`src/rtl/ws_pkg.sv`:
```
// Shared types and defaults for the weight-stationary tile controller.
// Included first so the controller and its window decoder agree on widths.
package ws_pkg;

  localparam int DEF_ROWS     = 3;
  localparam int DEF_COLS     = 3;
  localparam int DEF_ADDR_W   = 32;
  localparam int DEF_CNT_W    = 16;
  localparam int DEF_PSUM_LAT = 1;

  typedef enum logic [1:0] {
    S_IDLE,
    S_LOAD_W,
    S_STREAM,
    S_DONE
  } state_t;

  typedef logic [DEF_ADDR_W-1:0] addr_t;

endpackage

```
`src/rtl/ws_tile_controller_window.sv`:
```
// Skewed window decode: active while offset <= t < offset+len,
// index is the position inside that window.
module ws_skew_window #(
  parameter int CNT_W = 16
) (
  input  logic [CNT_W:0]   t,
  input  logic [CNT_W:0]   offset,
  input  logic [CNT_W-1:0] len,
  output logic             active,
  output logic [CNT_W-1:0] index
);

  logic [CNT_W:0] diff;

  assign diff   = t - offset;
  assign active = (t >= offset) && (diff < {1'b0, len});
  assign index  = active ? diff[CNT_W-1:0] : '0;

endmodule

```
`src/rtl/ws_tile_controller.sv`:
```
// Weight-stationary tile sequencer: loads a weight tile, then streams
// skewed iacts and collects skewed psums, tile after tile.
module ws_tile_controller
  import ws_pkg::*;
#(
  parameter int ROWS     = DEF_ROWS,
  parameter int COLS     = DEF_COLS,
  parameter int ADDR_W   = DEF_ADDR_W,
  parameter int CNT_W    = DEF_CNT_W,
  parameter int PSUM_LAT = DEF_PSUM_LAT
) (
  input  logic                          clk,
  input  logic                          rst,
  input  logic                          go,
  input  logic [CNT_W-1:0]              cfg_num_tiles,
  input  logic [CNT_W-1:0]              cfg_iact_len,
  input  logic                          cfg_accum,
  output logic                          busy,
  output logic                          done,
  output logic                          load_weight,
  output logic [ADDR_W-1:0]             weight_addr,
  output logic [COLS-1:0]               load_iact,
  output logic [COLS-1:0][ADDR_W-1:0]   iact_addr,
  output logic [ROWS-1:0]               psum_valid,
  output logic [ROWS-1:0][ADDR_W-1:0]   psum_addr,
  output logic [ROWS-1:0]               psum_accum
);

  localparam int STEP_W = CNT_W + 1;

  state_t              state_q, state_d;
  logic [STEP_W-1:0]   step_q, step_d;
  logic [CNT_W-1:0]    tile_q, tile_d;
  logic [CNT_W-1:0]    num_q, num_d;
  logic [CNT_W-1:0]    len_q, len_d;
  logic                acc_q, acc_d;
  logic [STEP_W-1:0]   t_last;

  assign t_last = {1'b0, len_q}
                + STEP_W'(COLS + ROWS + PSUM_LAT - 2);

  always_comb begin
    state_d = state_q;
    step_d  = step_q;
    tile_d  = tile_q;
    num_d   = num_q;
    len_d   = len_q;
    acc_d   = acc_q;
    unique case (state_q)
      S_IDLE: begin
        if (go) begin
          num_d  = cfg_num_tiles;
          len_d  = cfg_iact_len;
          acc_d  = cfg_accum;
          tile_d = '0;
          step_d = '0;
          if (cfg_num_tiles != '0 && cfg_iact_len != '0)
            state_d = S_LOAD_W;
          else
            state_d = S_DONE;
        end
      end
      S_LOAD_W: begin
        if (step_q == STEP_W'(ROWS - 1)) begin
          step_d  = '0;
          state_d = S_STREAM;
        end else begin
          step_d = step_q + 1'b1;
        end
      end
      S_STREAM: begin
        if (step_q == t_last) begin
          step_d = '0;
          if (tile_q != num_q - CNT_W'(1)) begin
            tile_d  = tile_q + 1'b1;
            state_d = S_LOAD_W;
          end else begin
            state_d = S_DONE;
          end
        end else begin
          step_d = step_q + 1'b1;
        end
      end
      S_DONE: begin
        state_d = S_IDLE;
      end
      default: state_d = S_IDLE;
    endcase
  end

  // Windows decode the next step so the outputs can be registered.
  logic [COLS-1:0]            col_act;
  logic [COLS-1:0][CNT_W-1:0] col_idx;
  logic [ROWS-1:0]            row_act;
  logic [ROWS-1:0][CNT_W-1:0] row_idx;

  for (genvar c = 0; c < COLS; c++) begin : g_col
    ws_skew_window #(.CNT_W(CNT_W)) u_win (
      .t      (step_d),
      .offset (STEP_W'(c)),
      .len    (len_d),
      .active (col_act[c]),
      .index  (col_idx[c])
    );
  end

  for (genvar r = 0; r < ROWS; r++) begin : g_row
    ws_skew_window #(.CNT_W(CNT_W)) u_win (
      .t      (step_d),
      .offset (STEP_W'(COLS + r + PSUM_LAT)),
      .len    (len_d),
      .active (row_act[r]),
      .index  (row_idx[r])
    );
  end

  logic                        busy_d, busy_q;
  logic                        done_d, done_q;
  logic                        lw_d, lw_q;
  logic [ADDR_W-1:0]           wa_d, wa_q;
  logic [COLS-1:0]             li_d, li_q;
  logic [COLS-1:0][ADDR_W-1:0] ia_d, ia_q;
  logic [ROWS-1:0]             pv_d, pv_q;
  logic [ROWS-1:0][ADDR_W-1:0] pa_d, pa_q;
  logic [ROWS-1:0]             pacc_d, pacc_q;
  logic                        stream_d;
  logic [ADDR_W-1:0]           base_d;

  always_comb begin
    busy_d   = (state_d != S_IDLE);
    done_d   = (state_d == S_DONE);
    lw_d     = (state_d == S_LOAD_W);
    stream_d = (state_d == S_STREAM);
    wa_d     = '0;
    li_d     = '0;
    ia_d     = '0;
    pv_d     = '0;
    pa_d     = '0;
    pacc_d   = '0;
    base_d   = acc_d ? '0 : ADDR_W'(tile_d) * ADDR_W'(len_d);
    if (lw_d)
      wa_d = ADDR_W'(tile_d) * ADDR_W'(ROWS) + ADDR_W'(step_d);
    for (int c = 0; c < COLS; c++) begin
      li_d[c] = stream_d & col_act[c];
      if (li_d[c])
        ia_d[c] = ADDR_W'(col_idx[c]);
    end
    for (int r = 0; r < ROWS; r++) begin
      pv_d[r] = stream_d & row_act[r];
      if (pv_d[r]) begin
        pa_d[r]   = base_d + ADDR_W'(row_idx[r]);
        pacc_d[r] = acc_d & (tile_d != '0);
      end
    end
  end

  always_ff @(posedge clk) begin
    if (rst) begin
      state_q <= S_IDLE;
      step_q  <= '0;
      tile_q  <= '0;
      num_q   <= '0;
      len_q   <= '0;
      acc_q   <= 1'b0;
      busy_q  <= 1'b0;
      done_q  <= 1'b0;
      lw_q    <= 1'b0;
      wa_q    <= '0;
      li_q    <= '0;
      ia_q    <= '0;
      pv_q    <= '0;
      pa_q    <= '0;
      pacc_q  <= '0;
    end else begin
      state_q <= state_d;
      step_q  <= step_d;
      tile_q  <= tile_d;
      num_q   <= num_d;
      len_q   <= len_d;
      acc_q   <= acc_d;
      busy_q  <= busy_d;
      done_q  <= done_d;
      lw_q    <= lw_d;
      wa_q    <= wa_d;
      li_q    <= li_d;
      ia_q    <= ia_d;
      pv_q    <= pv_d;
      pa_q    <= pa_d;
      pacc_q  <= pacc_d;
    end
  end

  assign busy        = busy_q;
  assign done        = done_q;
  assign load_weight = lw_q;
  assign weight_addr = wa_q;
  assign load_iact   = li_q;
  assign iact_addr   = ia_q;
  assign psum_valid  = pv_q;
  assign psum_addr   = pa_q;
  assign psum_accum  = pacc_q;

endmodule

```
`config.mk`:
```
export PLATFORM = sky130hd
export DESIGN_NAME = ws_tile_controller
export DESIGN_NICKNAME = d
export VERILOG_FILES = /design/src/rtl/ws_pkg.sv /design/src/rtl/ws_tile_controller_window.sv /design/src/rtl/ws_tile_controller.sv
export SDC_FILE = /design/constraint.sdc
export NUM_CORES = 1
export LEC_CHECK = 0
export BUFFER_PORTS_ARGS = -buffer_cell sky130_fd_sc_hd__buf_2
export CORE_ASPECT_RATIO = 1.2
export CORE_MARGIN = 4
export CORE_UTILIZATION = 54
export DETAILED_ROUTE_END_ITERATION = 16
export PLACE_DENSITY = 0.74
export REMOVE_ABC_BUFFERS = 1
export SKIP_LAST_GASP = 1
export SLEW_MARGIN = 20
export SYNTH_ARGS = -nofsm -noshare
export SYNTH_HDL_FRONTEND = slang
export SYNTH_SLANG_ARGS = --single-unit
export TNS_END_PERCENT = 100
```
`constraint.sdc`:
```
create_clock -name clk -period 19.5 [get_ports clk]
set_input_delay 3.9 -clock clk [delete_from_list [all_inputs] [get_ports clk]]
set_output_delay 3.9 -clock clk [all_outputs]
set_load 0.05 [all_outputs]
```
# ---- After elaboration in Yosys (flattened, before gate mapping)
# Cells that the tools add are included.
dict set report op_classes {
  n_addsub 13
  mul 2
  div 0
  order_cmp 12
  eq_ne 9
  shift 0
  n_mux 22
  bitwise_logic 17
  reduce_logical 20
}
# operator count
set ops {}
lappend ops {{$mux 16} 8}
lappend ops {{$lt 17x16->1} 6}
lappend ops {{$add 32x16->32} 3}
lappend ops {{$ge 17x3->1 const B} 3}
lappend ops {{$mux 17} 3}
lappend ops {{$pmux 17 s3} 1}
lappend ops {{$sub 17x3->17 const B} 3}
lappend ops {{$reduce_bool 16->1} 3}
lappend ops {{$ge 17x1->1 const B} 2}
lappend ops {{$mul 16x16->32} 1}
lappend ops {{$mux 32} 1}
lappend ops {{$pmux 16 s2} 1}
lappend ops {{$add 18x17->19} 1}
lappend ops {{$mul 16x2->18 const B} 1}
lappend ops {{$add 16x3->17 const B} 1}
lappend ops {{$add 17x1->17 const B} 1}
lappend ops {{$eq 17x17->1} 1}
lappend ops {{$eq 17x2->1 const B} 1}
lappend ops {{$ge 17x2->1 const B} 1}
lappend ops {{$sub 17x1->17 const B} 1}
lappend ops {{$sub 17x2->17 const B} 1}
lappend ops {{$add 16x1->16 const B} 1}
lappend ops {{$ne 16x16->1} 1}
lappend ops {{$sub 16x1->16 const B} 1}
lappend ops {{13 further kinds} 48}
dict set report totals {
  register_bits 304
  latch_bits 0
  ram_bits 0
  mem_bits_ro 0
  out_inout_bits 236
  n_memories 0
}

# ---- Longest topological paths before layout
dict set report depth {
  depth_word 10
  depth_mapped 47
}

# ---- Hierarchy
# A second synthesis with hierarchy kept.
dict set report hier_totals {
  cells_unflattened 3944
  area_unflattened_um2 31775.5
}
# module n_inst cells_each area_per_inst_um2 seq_area_each_um2
set by_module_without_submodules {}
lappend by_module_without_submodules {ws_tile_controller 1 2698 22507.8 4864.7}
lappend by_module_without_submodules {{ws_skew_window at g_col[0].u_win ...} 5 209 1526.5 0.0}
lappend by_module_without_submodules {{ws_skew_window at g_col[2].u_win} 1 201 1635.3 0.0}

# ---- Least setup slack after synthesis
# OpenSTA, ideal clock, no wires.
dict set report synth_path {
  path_type {input -> register}
  from {input go}
  to {register pa_q, in the netlist psum_addr[57]}
  setup_time_ps 114
  t_arrival_ps 11600
  required_ps 19386
  slack_ps 7785
  path_stages 32
  path_buffers 2
  cell_sequence {nand3_1 clkbuf_1 mux2i_1 clkbuf_1 nor2_1 fa_1 inv_1 fa_1 inv_1 ha_1 ha_1 fa_1 inv_1 fa_1 inv_1 ha_1 a211o_1 a211oi_1 o31ai_1 a21o_1 a21oi_1 xor2_1 nor2_1 ha_1 o21a_1 nor2_1 a211oi_1 nand3_1 or3_1 nor2_1 xor2_1 nor2_1}
}
dict set report synth_between {
  elab_chain_cells 8
  word_cells_on_any_way 22
  cone_classes {add/sub (2); mul (1); order compare (2); eq/ne (1); mux (12); bitwise (2); reduce/logical (2)}
}
# item line_no
set synth_rtl {}
lappend synth_rtl {{from (decl)} ws_tile_controller.sv:14} ;# input logic go,
lappend synth_rtl {{parallel branches: the longest is 8 deep, another holds $mul 16x16->32} --}
lappend synth_rtl {{to (signal assigned)} ws_tile_controller.sv:188} ;# pa_q <= pa_d;
lappend synth_rtl {{to (decl)} ws_tile_controller.sv:124} ;# logic [ROWS-1:0][ADDR_W-1:0] pa_d, pa_q;
# Parallel ways; which one is timed is not known.
# A chain may end at the register's enable or synchronous reset.

# ---- Final worst setup path
dict set report layout_path {
  from {register len_q[5]}
  to {register pa_q, in the netlist psum_addr[30]}
}
dict set report layout_between {
  elab_chain_cells 10
  word_cells_on_any_way 22
  cone_classes {add/sub (3); mul (1); order compare (2); eq/ne (2); mux (10); bitwise (2); reduce/logical (2)}
}
# item line_no
set layout_rtl {}
lappend layout_rtl {{from (decl)} ws_tile_controller.sv:35} ;# logic [CNT_W-1:0] len_q, len_d;
lappend layout_rtl {{from (signal assigned)} ws_tile_controller.sv:179} ;# len_q <= len_d;
lappend layout_rtl {{parallel branches: the longest is 10 deep, another holds $mul 16x16->32} --}
# Parallel ways; which one is timed is not known.

==> reports/summary.txt <==
Status = complete, no violations
Hold WC Path Type = reg2reg
Yosys cell types = 95
Pins Over Slew Limit = 0
Routed WL per cell = 22.3 um
Cell row count = 87
CTS sink cnt = 243
Seq pwr share = 40.8%
Root buffer cell = clkbuf_16
Num CTS Buffers = 27
First DRT Iteration DRCs = 1530
Ys Warns = 0
IO Port Bufs = 210
Remaining DRCs = 0
Final net count = 3832
Clock group share of total power = 41.3%
Slowest stage delay, CP = 0.96 ns
Overall Global Routing Usage = 33.7%
FF+latch count, synth = 243
Max Cap Viol = 0
Hold_buf cts = 0
Critical path fanouts, max = 13
Post-synth EDFFs = 0
Die area = 51100 um2
Most used cell, CP = fa_1
Clk_skew = 0.0140 ns
Crit end category = flop
Post-synth top flop = dfxtp_1
Asr flop ratio synth = 0%
Grt ovf = 0
Die width = 207 um
Post-Syn Area = 25700 um2
Dpl cell area = 27100 um2
Part of the cycle the worst path needs = 69.0%
Starting density of the core = 54.6%
CTS tree = done
Relative slew margins = 17.1%
Die Ht = 247 um
Largest net degree at the start of global routing = 71
Vias in the first global route = 23.4k
Fmax = 74.4 MHz
Via density per instance = 5.85
CP startpoint kind = flop
Actual slew at the worst max-slew pin = 1.24 ns
Final ANT Viol Nets = 0
Hold Vio Cnt, Final = 0
Clock buffer depth = 3
Layout cells sized above 1 = 10.8%
Logic pwr share = 17.9%
DR vias = 23.1k
Dpl hpwl = 68.8 mm
RSZ-0062 raised after global routing = no
Drt pass-1 iters = 7
Critical path's slowest cell = o21ai_1
CP Data Arrival Time = 13.89 ns
Layout fillers = 4381
LEAKAGE = 0.0137 uW
I/O pin count = 272
P_int = 870 uW
Final TNS setup = 0 ns
Most frequent cells in the layout = 418 x nor2_1, 345 x nand2_1, 328 x inv_1
Crit Path Class = reg2reg
# resized after CTS = 0
Switching pwr = 387 uW
Avg Synthesized Cell Area = 8.17 um2
H-tree depth = 1
Pwr dens = 44.9 nW/um2
Clk_lat worst skew = 0.57 ns
Drt total wl = 87.9 mm
Initial antenna violation count = 0
Core area = 47000 um2
Antenna fix cells = 0
Maximum VDD drop = 0.0701 mV
Post-layout min period = 13.45 ns
Post-route cell area = 28000 um2
Register area share after synthesis = 19.0%
First-pass GRT wire length = 136 mm
Post-CTS Setup Inserts = 0
Routability cong. = 0.992
Switching Share = 30.8%
Area added between synthesis and finish = 9.07%
Clock transition at path regs = 0.07 ns
Setup violations, final = 0
Cells after synthesis = 3140
CP required = 19.94 ns
Commonest non-fill, non-tap cell in the layout = nor2_1
## Yosys cell counts (all sizes together) (6+ instances only)
cell | number | area share [%]
and2 | 45 | 1.1
or3 | 16 | 0.39
o21ai | 97 | 2.0
nand3 | 57 | 1.1
o211a | 14 | 0.58
nand2b | 29 | 0.71
mux2 | 6 | 0.26
fa | 213 | 17
a311oi | 7 | 0.24
clkbuf | 86 | 1.3
a211o | 9 | 0.31
or2 | 20 | 0.49
nand2 | 346 | 5.1
dfxtp | 243 | 19
or4 | 6 | 0.18
and3 | 21 | 0.51
inv | 336 | 4.9
o21bai | 10 | 0.29
o21a | 22 | 0.64
nand4 | 34 | 0.85
buf | 92 | 2.5
a21boi | 7 | 0.20
a2111oi | 9 | 0.31
a21oi | 117 | 2.3
xnor2 | 148 | 5.1
nor2b | 49 | 1.2
a21o | 53 | 1.6
ha | 280 | 14
nor4 | 35 | 0.90
xor2 | 85 | 2.9
and4 | 21 | 0.72
o31ai | 11 | 0.38
o211ai | 9 | 0.26
nor3b | 8 | 0.25
a31oi | 12 | 0.29
clkinv | 8 | 0.12
a211oi | 15 | 0.48
nor2 | 421 | 6.2
mux2i | 14 | 0.55
nor3 | 58 | 1.2
## area by class of cell
class	instances	area, um2	share of cell area (%)
Clock buffer	40	774	2.77
Clock inverter	10	124	0.443
Inverter	344	1300	4.63
Multi-Input combinational cell	2435	18800	67.1
Sequential cell	243	4860	17.4
Tap cell	623	779	2.78
Timing Repair Buffer	252	1370	4.88
## cell families (layout without fill, tap and decap cells)
logic type               after synthesis  count (layout)  share of synthesized area (%)
buffers and inverters                522             646                           8.82
other                                  1              61                         0.0146
XOR/XNOR                             233             233                           7.95
AND/OR/NAND/NOR                     1178            1178                           21.3
multiplexers                          20              20                          0.809
adder cells (fa/ha/maj)              494             494                           30.3
flip-flops                           243             243                           19.0
AO/OA/AOI/OAI                        449             449                           11.8
## metal layers
metal | part of all wire (%) | track usage [%] | vias to the layer above
met1 | 38 | 40.3 | 11226
met5 | 0 | 0 | -
met2 | 49 | 60.0 | 1045
met3 | 7.0 | 4.00 | 271
met4 | 6.2 | 17.4 | 0
li1 | - | - | 10546
## power by group through the flow
stage / clock [uW] / sequential [uW] / combinational, uW
after global placement: 0 / 523 / 214
after floorplan: 0 / 521 / 147
after detailed placement: 0 / 523 / 218
final: 519 / 512 / 225
after CTS: 526 / 512 / 219
after global routing: 546 / 513 / 242
## worst paths after layout
kind,from,slack [ns],cells after the start,end
setup / recovery,len_q[5],6.05,35,psum_addr[30]
hold / removal,num_q[15],0.48,2,num_q[15]
setup reg to reg,len_q[5],6.05,35,psum_addr[30]
hold reg to reg,num_q[15],0.48,2,num_q[15]
## state kept, by name, indices dropped and copies added, names as in the netlist
name and cells:
len_q 16, load_weight 1, step_q 17, iact_addr 48
load_iact 3, psum_valid 3, psum_accum 3, weight_addr 19
psum_addr 96, state_q 2, tile_q 16, num_q 16
busy 1, acc_q 1, done 1
## through the flow
step / utilization [%] / std cells / total power, uW / hold slack [ns] / worst slack (ns)
6_report: 59.5 / 3947 / 1260 / 0.481 / 6.05
5_1_grt: 59.5 / 3947 / 1300 / 0.516 / 5.67
4_1_cts: 59.5 / 3947 / 1260 / 0.486 / 6.45
3_5_place_dp: 57.6 / 3897 / 741 / 0.477 / 5.99
3_3_place_gp: 57.6 / 3897 / 736 / 0.475 / 5.67
2_1_floorplan: - / 3022 / 668 / 0.442 / 6.93
## worst max-delay path, delay by kind of cell, from the launching register on
kind	cells	cell delay, ns
AOI/OAI and AO/OA	9	4.49
xor gates and xnor gates	1	0.18
buffers and inverters	3	0.89
muxes	3	0.78
and+or+nand+nor	11	3.05
adders and majority gates	8	3.32
DFF	1	0.58
Note: power is estimated with default switching activity, not from simulation.
